==> config.mk <==
export PLATFORM = sky130hd
export DESIGN_NAME = dff_pipe
export DESIGN_NICKNAME = d
export VERILOG_FILES = /design/src/rtl/dff_pipe.sv
export SDC_FILE = /design/constraint.sdc
export NUM_CORES = 1
export LEC_CHECK = 0
export BUFFER_PORTS_ARGS = -buffer_cell sky130_fd_sc_hd__buf_2
export CELL_PAD_IN_SITES_DETAIL_PLACEMENT = 1
export CELL_PAD_IN_SITES_GLOBAL_PLACEMENT = 1
export CORE_AREA = 2 2 54 56
export CTS_BUF_LIST = sky130_fd_sc_hd__clkbuf_8
export DETAILED_ROUTE_END_ITERATION = 10
export DIE_AREA = 0 0 56 58
export GPL_ROUTABILITY_DRIVEN = 0
export PLACE_DENSITY = 0.9
export SLEW_MARGIN = 20
export SYNTH_ARGS = -nofsm -noshare
export SYNTH_HDL_FRONTEND = slang
export SYNTH_SLANG_ARGS = --single-unit
==> constraint.sdc <==
create_clock -name clk -period 3.8 [get_ports clk]
set_input_delay 0.57 -clock clk [delete_from_list [all_inputs] [get_ports clk]]
set_output_delay 0.57 -clock clk [all_outputs]
set_load 0.01 [all_outputs]
==> src/rtl/dff_pipe.sv <==
// dff_pipe: collapsing register pipeline with valid/ready at both ends,
// occupancy count and synchronous flush. Each stage advances whenever the
// stage ahead of it is empty or itself advancing.

// One pipeline stage: data + valid register with load-on-advance.
module dff_pipe_stage #(
  parameter int WIDTH = 8
) (
  input  logic             clk,
  input  logic             rst_n,
  input  logic             adv,
  input  logic             flush,
  input  logic             d_vld,
  input  logic [WIDTH-1:0] d_data,
  output logic             q_vld,
  output logic [WIDTH-1:0] q_data
);

  // Load on advance; flush drops the valid bit but leaves the data alone.
  always_ff @(posedge clk or negedge rst_n) begin
    if (!rst_n) begin
      q_vld  <= 1'b0;
      q_data <= '0;
    end else begin
      if (flush)    q_vld <= 1'b0;
      else if (adv) q_vld <= d_vld;
      if (adv && !flush) q_data <= d_data;
    end
  end

endmodule

module dff_pipe #(
  parameter  int WIDTH = 8,
  parameter  int DEPTH = 3,
  localparam int CW    = $clog2(DEPTH+1)
) (
  input  logic             clk,
  input  logic             rst_n,
  input  logic             in_valid,
  output logic             in_ready,
  input  logic [WIDTH-1:0] in_data,
  output logic             out_valid,
  input  logic             out_ready,
  output logic [WIDTH-1:0] out_data,
  input  logic             flush,
  output logic [CW-1:0]    count
);

  logic [DEPTH-1:0]            vld_pipe;
  logic [DEPTH-1:0][WIDTH-1:0] dat_pipe;
  logic [DEPTH-1:0]            adv;
  logic                        in_fire;
  logic                        out_fire;

  // Ready chain: a stage may move when it is empty or the next stage moves.
  always_comb begin
    adv            = '0;
    adv[DEPTH-1]   = !vld_pipe[DEPTH-1] | out_ready;
    for (int i = DEPTH-2; i >= 0; i--)
      adv[i] = !vld_pipe[i] | adv[i+1];
  end

  assign in_ready  = adv[0] & !flush & rst_n;
  assign in_fire   = in_valid & in_ready;
  assign out_valid = vld_pipe[DEPTH-1];
  assign out_data  = dat_pipe[DEPTH-1];
  assign out_fire  = out_valid & out_ready;

  for (genvar i = 0; i < DEPTH; i++) begin : g_stg
    if (i == 0) begin : g_head
      dff_pipe_stage #(.WIDTH(WIDTH)) u_stg (
        .clk    (clk),
        .rst_n  (rst_n),
        .adv    (adv[i]),
        .flush  (flush),
        .d_vld  (in_fire),
        .d_data (in_data),
        .q_vld  (vld_pipe[i]),
        .q_data (dat_pipe[i])
      );
    end else begin : g_body
      dff_pipe_stage #(.WIDTH(WIDTH)) u_stg (
        .clk    (clk),
        .rst_n  (rst_n),
        .adv    (adv[i]),
        .flush  (flush),
        .d_vld  (vld_pipe[i-1]),
        .d_data (dat_pipe[i-1]),
        .q_vld  (vld_pipe[i]),
        .q_data (dat_pipe[i])
      );
    end
  end

  // Occupancy tracks accepts minus emits; flush empties the pipe.
  always_ff @(posedge clk or negedge rst_n) begin
    if (!rst_n)     count <= '0;
    else if (flush) count <= '0;
    else            count <= count + CW'(in_fire) - CW'(out_fire);
  end

endmodule

; Word-level counts from Yosys, hierarchy flattened
; Index checks and enable logic that the tools add are counted.
; Widths: inputs -> output; s select.
[word_totals]
reg_bits = 29
latchBits = 0
ram_bits = 0
mem_bits_ro = 0
inputBits = 13
out_inout_bits = 12
word_cells = 33
memories = 0
[classes]
addsub = 2
multipliers = 0
div_mod_pow = 0
magnitude_cmp = 0
eq_ne = 0
n_shift = 0
n_mux = 7
bitwise_logic = 7
reduce_logical = 10
[op_table]
columns = cell, count
row1 = $mux 1, 6
row2 = $reduce_bool 2->1, 3
row3 = $and 1x1->1, 4
row4 = $logic_not 1->1, 4
row5 = $logic_and 1x1->1, 3
row6 = $or 1x1->1, 3
row7 = $add 2x1->2, 1
row8 = $mux 2, 1
row9 = $sub 2x1->2, 1

; Longest topological paths before layout
; Gate-level depths: netlist of run 1.
[logic_depth]
word_depth = 10
depth_mapped = 9
ltp_nobuf = 8

; Cells and area by module
; Synthesis of run 1 repeated with hierarchy kept, for this count alone.
[unflattened]
cells_unflattened = 80
hier_area_um2 = 1321.3
[modules_own_cells]
columns = module, n_inst, cells_each, area_per_inst_um2, seq_area_each_um2
row1 = dff_pipe_stage, 3, 21, 384.1, 225.2
row2 = dff_pipe, 1, 17, 168.9, 50.0

; Least setup slack after synthesis of run 1
; No wires, ideal clock.
[synth_timing]
path_kind = in2reg
start = input port out_ready
end = register count[0]
setup_time_ps = 125
arrival_time_ps = 1795
required_time_ps = 3675
slack_ps = 1880
path_stages = 8
n_path_buf = 1
cell_sequence = nor2b_4 -> buf_6 -> a31oi_4 -> nand3_1 -> ha_1 -> inv_1 -> ha_1 -> nor2b_1
[synth_via]
elab_chain_len = 9
elab_cells_between_ends = 10
classes_between = 2 x add/sub / 1 x mux / 7 x bitwise
[synth_rtl]
columns = element, line_no
row1 = "start, declared", 44  ; input logic out_ready,
row2 = $or 1x1->1, 59  ; adv[DEPTH-1] = !vld_pipe[DEPTH-1] | out_ready;
row3 = $or 1x1->1 (2 in a row), 61  ; adv[i] = !vld_pipe[i] | adv[i+1];
row4 = $and 1x1->1 (2 in a row), 64  ; assign in_ready = adv[0] & !flush & rst_n;
row5 = $and 1x1->1, 65  ; assign in_fire = in_valid & in_ready;
row6 = $add 2x1->2, 100  ; else count <= count + CW'(in_fire) - CW'(out_fire);
row7 = $sub 2x1->2 (*), 100
row8 = $mux 2 (*), 99  ; else if (flush) count <= '0;
row9 = "end signal, assigned", 100
row10 = "end, declared", 47  ; output logic [CW-1:0] count
; Every way passes the cells marked *; elsewhere a longest branch is shown, timed or not.
; A chain may end at the register's enable or synchronous reset.

; Worst setup path in the final report of run 1
[layout_timing]
start = register g_stg[2].g_body.u_stg.q_vld
end = output port in_ready
[layout_via]
elab_chain_len = 6
[layout_rtl]
columns = element, line_no
row1 = "start, declared", 15  ; output logic q_vld,
row2 = "start signal, assigned", 26  ; else if (adv) q_vld <= d_vld;
row3 = $logic_not 1->1, 59
row4 = $or 1x1->1, 59
row5 = $or 1x1->1 (2 in a row), 61
row6 = $and 1x1->1 (2 in a row), 64
row7 = "end, declared", 41  ; output logic in_ready,
; Every way passes these cells.

==> flow_summary.yaml, run 1 <==
run_status:
  status: "completed"
setup_path:
  setup.worst_path.end: "in_ready"
  startpoint: "g_stg[2].g_body.u_stg.q_vld"
  r2r_slack_ps: 1910
  r2r_start: "g_stg[2].g_body.u_stg.q_vld"
  path_buf_inv: 1
  critPathCaptureType: "output pin"
  crit_path_max_incr_delay_ps: 400
  r2r_cells: 7
  path_max_fanout: 10
  path_depth: 4
  cp-start-kind: "register"
  crit_type: "reg -> out"
  r2r-end: "count[0]"
  crit_arrival_ps: 1530
  crit_slowest_cell: "dfrtp_1"
  crit_family: "flip-flops"
  crit_chain: "nor2b_4 -> a31oi_4 -> and2_2 -> buf_2"
  cp.required_ps: 3230
power_and_ir_drop:
  finalPower_mw: 0.6997
  p_leak_nw: 0.6702
  p_per_area_mw_per_mm2: 498.0
  vdd.ir_drop.worst_mv: 0.4750
finish:
  fillers: 273
  syn_to_final_growth_pct: 13.78
  drive_above_1_share_pct: 56.60
  nets: 120
  utilization_pct: 52.77
  insertedDiodeCount: 0
synthesis:
  synth_edf_count: 0
  syn_area_per_cell_um2: 14.88
  synth.most_common_cell: "dfrtp_1"
  synth_nets: 98
  ys_top_cells_by_area: "dfrtp_1 (59%), mux2_2 (22%), buf_4 (4.9%)"
  yosys-top-cells-count: "dfrtp_1 (29), mux2_2 (24), buf_4 (8)"
  synth_area_mm2: 0.001235
  yosysTopAreaCell: "dfrtp_1"
  synth-async-reset-ratio_pct: 100.0
  ys_warn_count: 0
  seq_area_frac_synth_pct: 58.76
  synth_ff_type: "dfrtp_1"
  synth-seq-cells: 29
  synth.distinct_cells: 19
  synth_top_cell_area_share_pct: 58.76
  syn_inst: 83
timing:
  hold_violations: 0
  rsz0062_at_grt: "no"
  fin_tns_setup_ps: 0
  fin_crit_ps: 2104
  slew_violations: 0
  fin_crit_sh_pct: 55.38
  timing.final.ws_setup_ps: 1696
  slew-limit-headroom_pct: 68.24
  fin_skew_ps: 1.125
  worst_pin_slew_ps: 475.8
  max_freq_mhz: 475.2
  setup_viol: 0
hold_path:
  hold_path.class: "in -> async"
run:
  maxCapViolations: 0
clock_network:
  cts_max_level: 2
  tritoncts: "built"
  post_cts_resized: 0
  post_cts_buffers: 0
  clock_latency_ps: 280
  ctsHoldBuffers: 0
  numCtsBuffers: 5
  cts-root-buf: "clkbuf_8"
  cts_buffer_depth: 2
  path_clk_slew_ps: 60
  cts.sinks: 29
placed_design:
  dpl_worst_slack_ps: 1686
  io_buffers: 24
  place_hpwl_um: 1506
die:
  die-area_mm2: 0.003248
  die_y_um: 58
  die_w_um: 56
  core_area_mm2: 0.002663
  placementRows: 19
  ios: 25
  start_util_pct: 46.38
detailed_routing:
  drc_errors: 0
  via_per_inst: 5.088
  wl_per_cell_um: 15.54
  wirelength_um: 2129
  drtIter0Drc: 15
  firstDrtPassIters: 2
  vias: 697
  antenna_left: 0
global_route:
  grt_antenna_before_repair: 0
  grtUsageMet2_pct: 25.21
  busiest_layer: "met2"
  grt_pass1_wl_um: 3767
  overflow: 0
  grt_use_total_pct: 16.50
  grt_use_met3_pct: 5.357
  grt_use_met1_pct: 19.59
  grt_max_degree: 18
  first_global_vias: 770
-- report_power, final --
group	internal (mW)	switching, mW	leakage (nW)	total (mW)
clock	0.121	0.109	0.0519	0.230
sequential	0.350	0.0199	0.350	0.370
combinational	0.0544	0.0453	0.268	0.0997
-- per-layer routing --
metal / wire [um] / vias to the layer above
li1: - / 320
met1: 937 / 355
met2: 1028 / 17
met3: 82 / 5
met4: 81 / 0
met5: 0 / -
-- kinds of logic after synthesis --
kind of cell	Yosys count	synth area share [%]
adder cells (fa/ha/maj)	2	2.026
AO/OA/AOI/OAI	4	4.154
AND/OR/NAND/NOR	11	5.268
XOR/XNOR	2	1.419
flip-flops	29	58.76
multiplexers	24	21.88
buffers and inverters	11	6.484
-- registers in the layout (all words and copies together) (netlist names) --
signal	cells
count	2
g_stg.g_head.u_stg.q_data	8
g_stg.g_head.u_stg.q_vld	1
g_stg.g_body.u_stg.q_data	16
g_stg.g_body.u_stg.q_vld	2
-- cell type report --
| cell class | count | area [um2] | share of cell area, % |
|---|---|---|---|
| Inverter | 1 | 3.754 | 0.2671 |
| Clock buffer | 5 | 68.82 | 4.898 |
| Tap cell | 31 | 38.79 | 2.760 |
| Clock inverter | 3 | 11.26 | 0.8014 |
| Multi-Input combinational cell | 43 | 429.2 | 30.54 |
| Sequential cell | 29 | 725.7 | 51.65 |
| Timing Repair Buffer | 25 | 127.6 | 9.083 |
-- placed cells by master, fill, tap and decap left out, types with 2 or more instances in the layout --
cell type and count:
and2_2 2, buf_2 24, clkbuf_8 5, dfrtp_1 29, ha_1 2, inv_1 4
mux2_2 24, nor2_1 5
-- how the worst min path moves through the flow --
stage                                          startpoint  slack [ps]  depth (start not counted)                               to
after floorplan                                     rst_n         270                          0                         count[0]
after global placement    g_stg[1].g_body.u_stg.q_data[4]         480                          1  g_stg[2].g_body.u_stg.q_data[4]
after detailed placement                            rst_n         490                          1  g_stg[2].g_body.u_stg.q_data[2]
after CTS                                           rst_n         190                          1  g_stg[1].g_body.u_stg.q_data[4]
after global routing                                rst_n         210                          1  g_stg[0].g_head.u_stg.q_data[7]
final                                               rst_n         190                          1  g_stg[2].g_body.u_stg.q_data[2]
-- worst reg2reg max path: stages (launching register included) --
cell and delay (ps):
dfrtp_1 400, nor2b_4 170, a31oi_4 360, nand3_1 130
ha_1 290, inv_1 40, ha_1 260, nor2b_1 130
-- stage by stage --
| stage | instance area [um2] | instances | hold slack (ps) |
|---|---|---|---|
| 2_1_floorplan | 1235 | 83 | 274.4 |
| 3_3_place_gp | 1325 | 129 | 481.6 |
| 3_5_place_dp | 1325 | 129 | 492.6 |
| 4_1_cts | 1405 | 137 | 193.8 |
| 5_1_grt | 1405 | 137 | 211.2 |
| 6_report | 1405 | 137 | 192.0 |
Power figures use the tool's default switching activity.
==> inputs of run 2 (changes only) <==
--- a/config.mk
+++ b/config.mk
@@ -8,12 +8,12 @@
 export BUFFER_PORTS_ARGS = -buffer_cell sky130_fd_sc_hd__buf_2
 export CELL_PAD_IN_SITES_DETAIL_PLACEMENT = 1
 export CELL_PAD_IN_SITES_GLOBAL_PLACEMENT = 1
-export CORE_AREA = 2 2 54 56
+export CORE_AREA = 2 2 56 58
 export CTS_BUF_LIST = sky130_fd_sc_hd__clkbuf_8
 export DETAILED_ROUTE_END_ITERATION = 10
-export DIE_AREA = 0 0 56 58
+export DIE_AREA = 0 0 58 60
 export GPL_ROUTABILITY_DRIVEN = 0
-export PLACE_DENSITY = 0.9
+export PLACE_DENSITY = 0.85
 export SLEW_MARGIN = 20
 export SYNTH_ARGS = -nofsm -noshare
 export SYNTH_HDL_FRONTEND = slang
==> constraint.sdc (replaced) <==
create_clock -name clk -period 2.2 [get_ports clk]
set_input_delay 0.33 -clock clk [delete_from_list [all_inputs] [get_ports clk]]
set_output_delay 0.33 -clock clk [all_outputs]
set_load 0.01 [all_outputs]
==> run 2 against run 1 <==
Against the previous run:
- combinational power grew 78%
- setup slack lost 1300 ps
- critical path depth grew 1
- clock power grew 73%
- largest power group unchanged
==> flow_summary.yaml, run 2 (synthesized netlist as in run 1, its figures left out) <==
setup_path:
  r2r_start: "g_stg[2].g_body.u_stg.q_vld"
  r2r-end: "count[1]"
  crit_arrival_ps: 1520
  setup.worst_path.end: "in_ready"
  startpoint: "g_stg[2].g_body.u_stg.q_vld"
  critPathCaptureType: "output pin"
  path_max_fanout: 9
  cp.required_ps: 1870
  crit_type: "reg -> out"
  r2r_cells: 8
  cp-start-kind: "register"
  r2r_slack_ps: 500
global_route:
  grt_antenna_before_repair: 0
  grt_pass1_wl_um: 3677
  grt_use_total_pct: 15.42
  first_global_vias: 739
  overflow: 0
  grt_max_degree: 32
hold_path:
  hold_path.class: "in -> async"
timing:
  worst_pin_slew_ps: 455.0
  fin_crit_sh_pct: 84.02
  rsz0062_at_grt: "no"
  slew_violations: 0
  setup_viol: 0
  max_freq_mhz: 541.0
  slew-limit-headroom_pct: 69.63
  fin_tns_setup_ps: 0
  fin_crit_ps: 1848
  fin_skew_ps: 4.777
  hold_violations: 0
run_status:
  status: "completed"
clock_network:
  post_cts_resized: 0
  ctsHoldBuffers: 0
  cts-root-buf: "clkbuf_8"
  path_clk_slew_ps: 60
  cts.sinks: 29
  post_cts_buffers: 0
  numCtsBuffers: 5
  cts_buffer_depth: 2
  tritoncts: "built"
  cts_max_level: 2
  clock_latency_ps: 270
finish:
  final_cell_mix: "dfrtp_1 (29), mux2_2 (24), buf_2 (24)"
  drive_above_1_share_pct: 58.88
  largest-register: "g_stg.g_body.u_stg.q_data"
  largest_register_ffs: 16
  nets: 121
  insertedDiodeCount: 0
  fin_area_mm2: 0.001418
  syn_to_final_growth_pct: 14.79
  mostFrequentLayoutCell: "dfrtp_1"
  reg.largest.list: "g_stg.g_body.u_stg.q_data (16), g_stg.g_head.u_stg.q_data (8)"
detailed_routing:
  vias: 678
  firstDrtPassIters: 4
  antenna_left: 0
  wl_per_cell_um: 16.06
  via_per_inst: 4.843
  drc_errors: 0
  drtIter0Drc: 5
  wirelength_um: 2249
power_and_ir_drop:
  vdd.ir_drop.worst_mv: 0.4686
  p_leak_nw: 0.6722
  sw_frac_of_total_pct: 24.99
  p_int_mw: 0.9132
  seq_power_share_pct: 52.7
  p_per_area_mw_per_mm2: 858.8
  p_comb_share_pct: 14.5
  finalPower_mw: 1.217
  clkPwrFrac_pct: 32.8
  p_sw_mw: 0.3042
die:
  die_y_um: 60
  ios: 25
  placementRows: 20
  start_util_pct: 42.54
  die_w_um: 58
  die-area_mm2: 0.003480
  core_area_mm2: 0.002903
run:
  maxCapViolations: 0
placed_design:
  dpl_cell_area_mm2: 0.001335
  place_hpwl_um: 1694
  io_buffers: 24
[run 2: changes by cell type in the layout (fill, tap and decap cells not counted), sizes merged]
cell	delta
clkinv	+2
inv	-2
buf	+1
[run 2: area by class of cell]
| type | count | area, um2 |
|---|---|---|
| fill | 311 | 1485 |
| sequential | 29 | 725.7 |
| multi-input combinational | 43 | 429.2 |
| timing repair buffer | 26 | 135.1 |
| clock buffer | 5 | 68.82 |
| tap | 33 | 41.29 |
| clock inverter | 3 | 13.76 |
| inverter | 1 | 3.754 |
[run 2: how the worst min path moves through the flow]
stage                                  end  slack (ps)  depth (start not counted)
3_5_place_dp                      count[0]         380                          2
3_3_place_gp   g_stg[2].g_body.u_stg.q_vld         380                          2
4_1_cts                           count[1]          80                          2
6_report                          count[1]          70                          2
2_1_floorplan                     count[0]          30                          0
5_1_grt                           count[0]          90                          2
[run 2: power groups by stage]
stage | Sequential (mW) | Combinational [mW] | Clock, mW
3_5_place_dp | 0.653 | 0.181 | 0
2_1_floorplan | 0.639 | 0.146 | 0
5_1_grt | 0.653 | 0.194 | 0.452
4_1_cts | 0.644 | 0.182 | 0.417
3_3_place_gp | 0.643 | 0.169 | 0
6_report | 0.642 | 0.177 | 0.399
[run 2: worst max-delay path, stage by stage, from the launching register on]
cell and delay (ps):
dfrtp_1 350, nor2b_4 270, a31oi_4 120, buf_4 190
and2_2 190, buf_2 130
[run 2: metal layers]
layer | vias to the layer above | track usage [%] | part of all wire (%)
met5 | - | 0 | 0
met4 | 0 | 6.977 | 1.2
met3 | 2 | 5.195 | 3.3
met2 | 15 | 27.27 | 57
met1 | 338 | 16.71 | 38
li1 | 323 | - | -
[run 2: metrics by stage]
stage	hold WS, ps	utilization [%]	setup WS (ps)	cells
4_1_cts	83.38	48.84	326.8	140
2_1_floorplan	34.41	-	336.3	83
5_1_grt	91.04	48.84	264.7	140
6_report	73.65	48.84	351.5	140
3_3_place_gp	375.3	45.99	577.1	132
3_5_place_dp	382.6	45.99	490.8	132
==> inputs of run 3 (changes only) <==
--- a/config.mk
+++ b/config.mk
@@ -5,15 +5,16 @@
 export SDC_FILE = /design/constraint.sdc
 export NUM_CORES = 1
 export LEC_CHECK = 0
+export ABC_AREA = 1
 export BUFFER_PORTS_ARGS = -buffer_cell sky130_fd_sc_hd__buf_2
 export CELL_PAD_IN_SITES_DETAIL_PLACEMENT = 1
 export CELL_PAD_IN_SITES_GLOBAL_PLACEMENT = 1
-export CORE_AREA = 2 2 56 58
+export CORE_AREA = 2 2 62 64
 export CTS_BUF_LIST = sky130_fd_sc_hd__clkbuf_8
 export DETAILED_ROUTE_END_ITERATION = 10
-export DIE_AREA = 0 0 58 60
+export DIE_AREA = 0 0 64 66
 export GPL_ROUTABILITY_DRIVEN = 0
-export PLACE_DENSITY = 0.85
+export PLACE_DENSITY = 0.82
 export SLEW_MARGIN = 20
 export SYNTH_ARGS = -nofsm -noshare
 export SYNTH_HDL_FRONTEND = slang
==> constraint.sdc (replaced) <==
create_clock -name clk -period 1.7 [get_ports clk]
set_input_delay 0.255 -clock clk [delete_from_list [all_inputs] [get_ports clk]]
set_output_delay 0.255 -clock clk [all_outputs]
set_load 0.01 [all_outputs]
==> run 3 against run 2 <==
Against the previous run:
- synthesized cell count rose by 72%
- first-iteration DRC count rose to 12 times the previous value
- largest cell class unchanged
- cell count rose by 54%
- clock-buffer cell count rose by 1
- setup slack got worse by 250 ps
- die area rose by 21%
- area after synthesis rose by 5.1%
- combinational power rose by 8%
==> flow_summary.yaml, run 3 <==
run_status:
  status: "completed"
setup_path:
  path_max_fanout: 5
  cp_common_cell: "nand4_1"
  cp.required_ps: 1910
  startpoint: "g_stg[2].g_body.u_stg.q_vld"
  crit_chain: "nand4_1 -> nand4_1 -> ha_1 -> or2_2 -> nand3_2 -> nand2_2 -> nor2_1"
  crit_path_max_incr_delay_ps: 430
  r2r_slack_ps: 100
  r2r_start: "g_stg[2].g_body.u_stg.q_vld"
  crit_type: "reg -> reg"
  setup.worst_path.end: "count[1]"
  crit_arrival_ps: 1810
  cp-start-kind: "register"
  critPathCaptureType: "register"
  r2r-end: "count[1]"
  r2r_cells: 7
  crit_slowest_cell: "dfrtp_2"
finish:
  final_cell_mix: "nand2_1 (52), dfrtp_1 (28), nand3_1 (24), buf_2 (24), clkbuf_8 (6)"
  largest-register: "g_stg.g_body.u_stg.q_data"
  mostFrequentLayoutCell: "nand2_1"
  drive_above_1_share_pct: 29.76
  largest_register_ffs: 16
  reg.largest.list: "g_stg.g_body.u_stg.q_data (16), g_stg.g_head.u_stg.q_data (8)"
  utilization_pct: 44.26
  nets: 182
  syn_to_final_growth_pct: 21.12
  insertedDiodeCount: 0
power_and_ir_drop:
  vdd.ir_drop.worst_mv: 0.4617
  p_leak_nw: 0.8607
  p_per_area_mw_per_mm2: 1091
die:
  core_area_mm2: 0.003551
  die_y_um: 66
  start_util_pct: 36.54
  die_w_um: 64
  die-area_mm2: 0.004224
  ios: 25
  placementRows: 22
synthesis:
  synth-seq-cells: 29
  seq_area_frac_synth_pct: 55.93
  synth_area_mm2: 0.001297
  synth_nets: 158
  synth_top_cell_area_share_pct: 55.93
  synth.most_common_cell: "nand2_1"
  synth_edf_count: 0
  synth.distinct_cells: 19
  syn_inst: 143
  yosys-top-cells-count: "nand2_1 (53), dfrtp_1 (29), nand3_1 (25)"
  synth_ff_type: "dfrtp_1"
  syn_area_per_cell_um2: 9.073
  yosysTopAreaCell: "dfrtp_1"
  synth-async-reset-ratio_pct: 100.0
  ys_top_cells_by_area: "dfrtp_1 (56%), nand2_1 (15%), nand3_1 (9.6%)"
  ys_warn_count: 0
timing:
  fin_skew_ps: 5.281
  setup_viol: 0
  worst_pin_slew_ps: 367.6
  hold_violations: 0
  fin_tns_setup_ps: 0
  fin_crit_sh_pct: 93.85
  max_freq_mhz: 626.8
  slew-limit-headroom_pct: 75.50
  rsz0062_at_grt: "no"
  slew_violations: 0
  fin_crit_ps: 1595
clock_network:
  cts-root-buf: "clkbuf_8"
  cts.sinks: 29
  cts_max_level: 2
  clock_latency_ps: 280
  cts_buffer_depth: 2
  path_clk_slew_ps: 60
  tritoncts: "built"
  numCtsBuffers: 5
detailed_routing:
  wirelength_um: 2860
  vias: 1006
  drc_errors: 0
  antenna_left: 0
  drtIter0Drc: 59
  via_per_inst: 4.657
  wl_per_cell_um: 13.24
  firstDrtPassIters: 3
run:
  maxCapViolations: 0
global_route:
  first_global_vias: 1077
  overflow: 0
  grt_max_degree: 31
  grt_pass1_wl_um: 4912
  grt_antenna_before_repair: 0
  grt_use_total_pct: 15.78
placed_design:
  io_buffers: 24
  place_hpwl_um: 1931
hold_path:
  hold_path.class: "in -> async"
==> run 3: power by group <==
group | total [mW] | switching (mW) | internal, mW
clock | 0.726 | 0.255 | 0.471
sequential | 0.798 | 0.0393 | 0.758
combinational | 0.191 | 0.114 | 0.0776
total | 1.71 | 0.408 | 1.31
==> run 3: layout make-up <==
cell class / count / area (um2)
clock buffer: 6 / 82.58
clock inverter: 2 / 33.78
fill: 438 / 1979
inverter: 6 / 22.52
multi-input combinational: 96 / 484.2
sequential: 29 / 726.9
tap: 48 / 60.06
timing repair buffer: 29 / 161.4
==> run 3: cells by family after synthesis <==
group           share of synthesized area (%)
compound gates                          1.157
flops                                   55.93
buf+inv                                 8.582
fa+ha+maj                               1.928
simple gates                            32.40
==> run 3: worst min-delay path by stage <==
| stage | startpoint | to | slack [ps] | cells after the start |
|---|---|---|---|---|
| 2_1_floorplan | rst_n | count[0] | -40 | 0 |
| 3_3_place_gp | rst_n | g_stg[0].g_head.u_stg.q_vld | 320 | 2 |
| 3_5_place_dp | rst_n | g_stg[0].g_head.u_stg.q_vld | 340 | 2 |
| 4_1_cts | rst_n | g_stg[0].g_head.u_stg.q_data[2] | 30 | 2 |
| 5_1_grt | rst_n | g_stg[0].g_head.u_stg.q_data[2] | 50 | 2 |
| 6_report | rst_n | g_stg[0].g_head.u_stg.q_data[2] | 20 | 2 |
==> run 3: per-stage QoR <==
step	std cells	setup slack [ps]	total power [mW]	cell area [um2]	hold WS (ps)
2_1_floorplan	143	108.3	0.9429	1297	-40.59
3_3_place_gp	206	287.4	0.9827	1411	324.1
3_5_place_dp	206	165.2	0.9984	1411	339.0
4_1_cts	214	25.69	1.744	1528	28.46
5_1_grt	216	10.94	1.810	1572	47.71
6_report	216	104.5	1.714	1572	20.63
==> run 3: timing repair <==
action,4_1_cts,5_1_grt
setup buffers,0,2
hold buffers,0,0
gates resized for setup,0,8
setup endpoints to repair,0,2
==> run 3: worst max-delay path: cells and delay by family, from the launching register on <==
kind	cells	cell delay (ps)
AND/OR/NAND/NOR	6	850
adder cells (fa/ha/maj)	1	250
flip-flops	1	430
==> run 3: metal layers <==
metal  up-vias  global-route usage [%]  part of all wire (%)
met5         -                       0                     0
met4         0                   6.522                   1.3
met3         5                   5.111                   4.2
met2        23                   29.04                    52
met1       482                   16.45                    42
li1        496                       -                     -
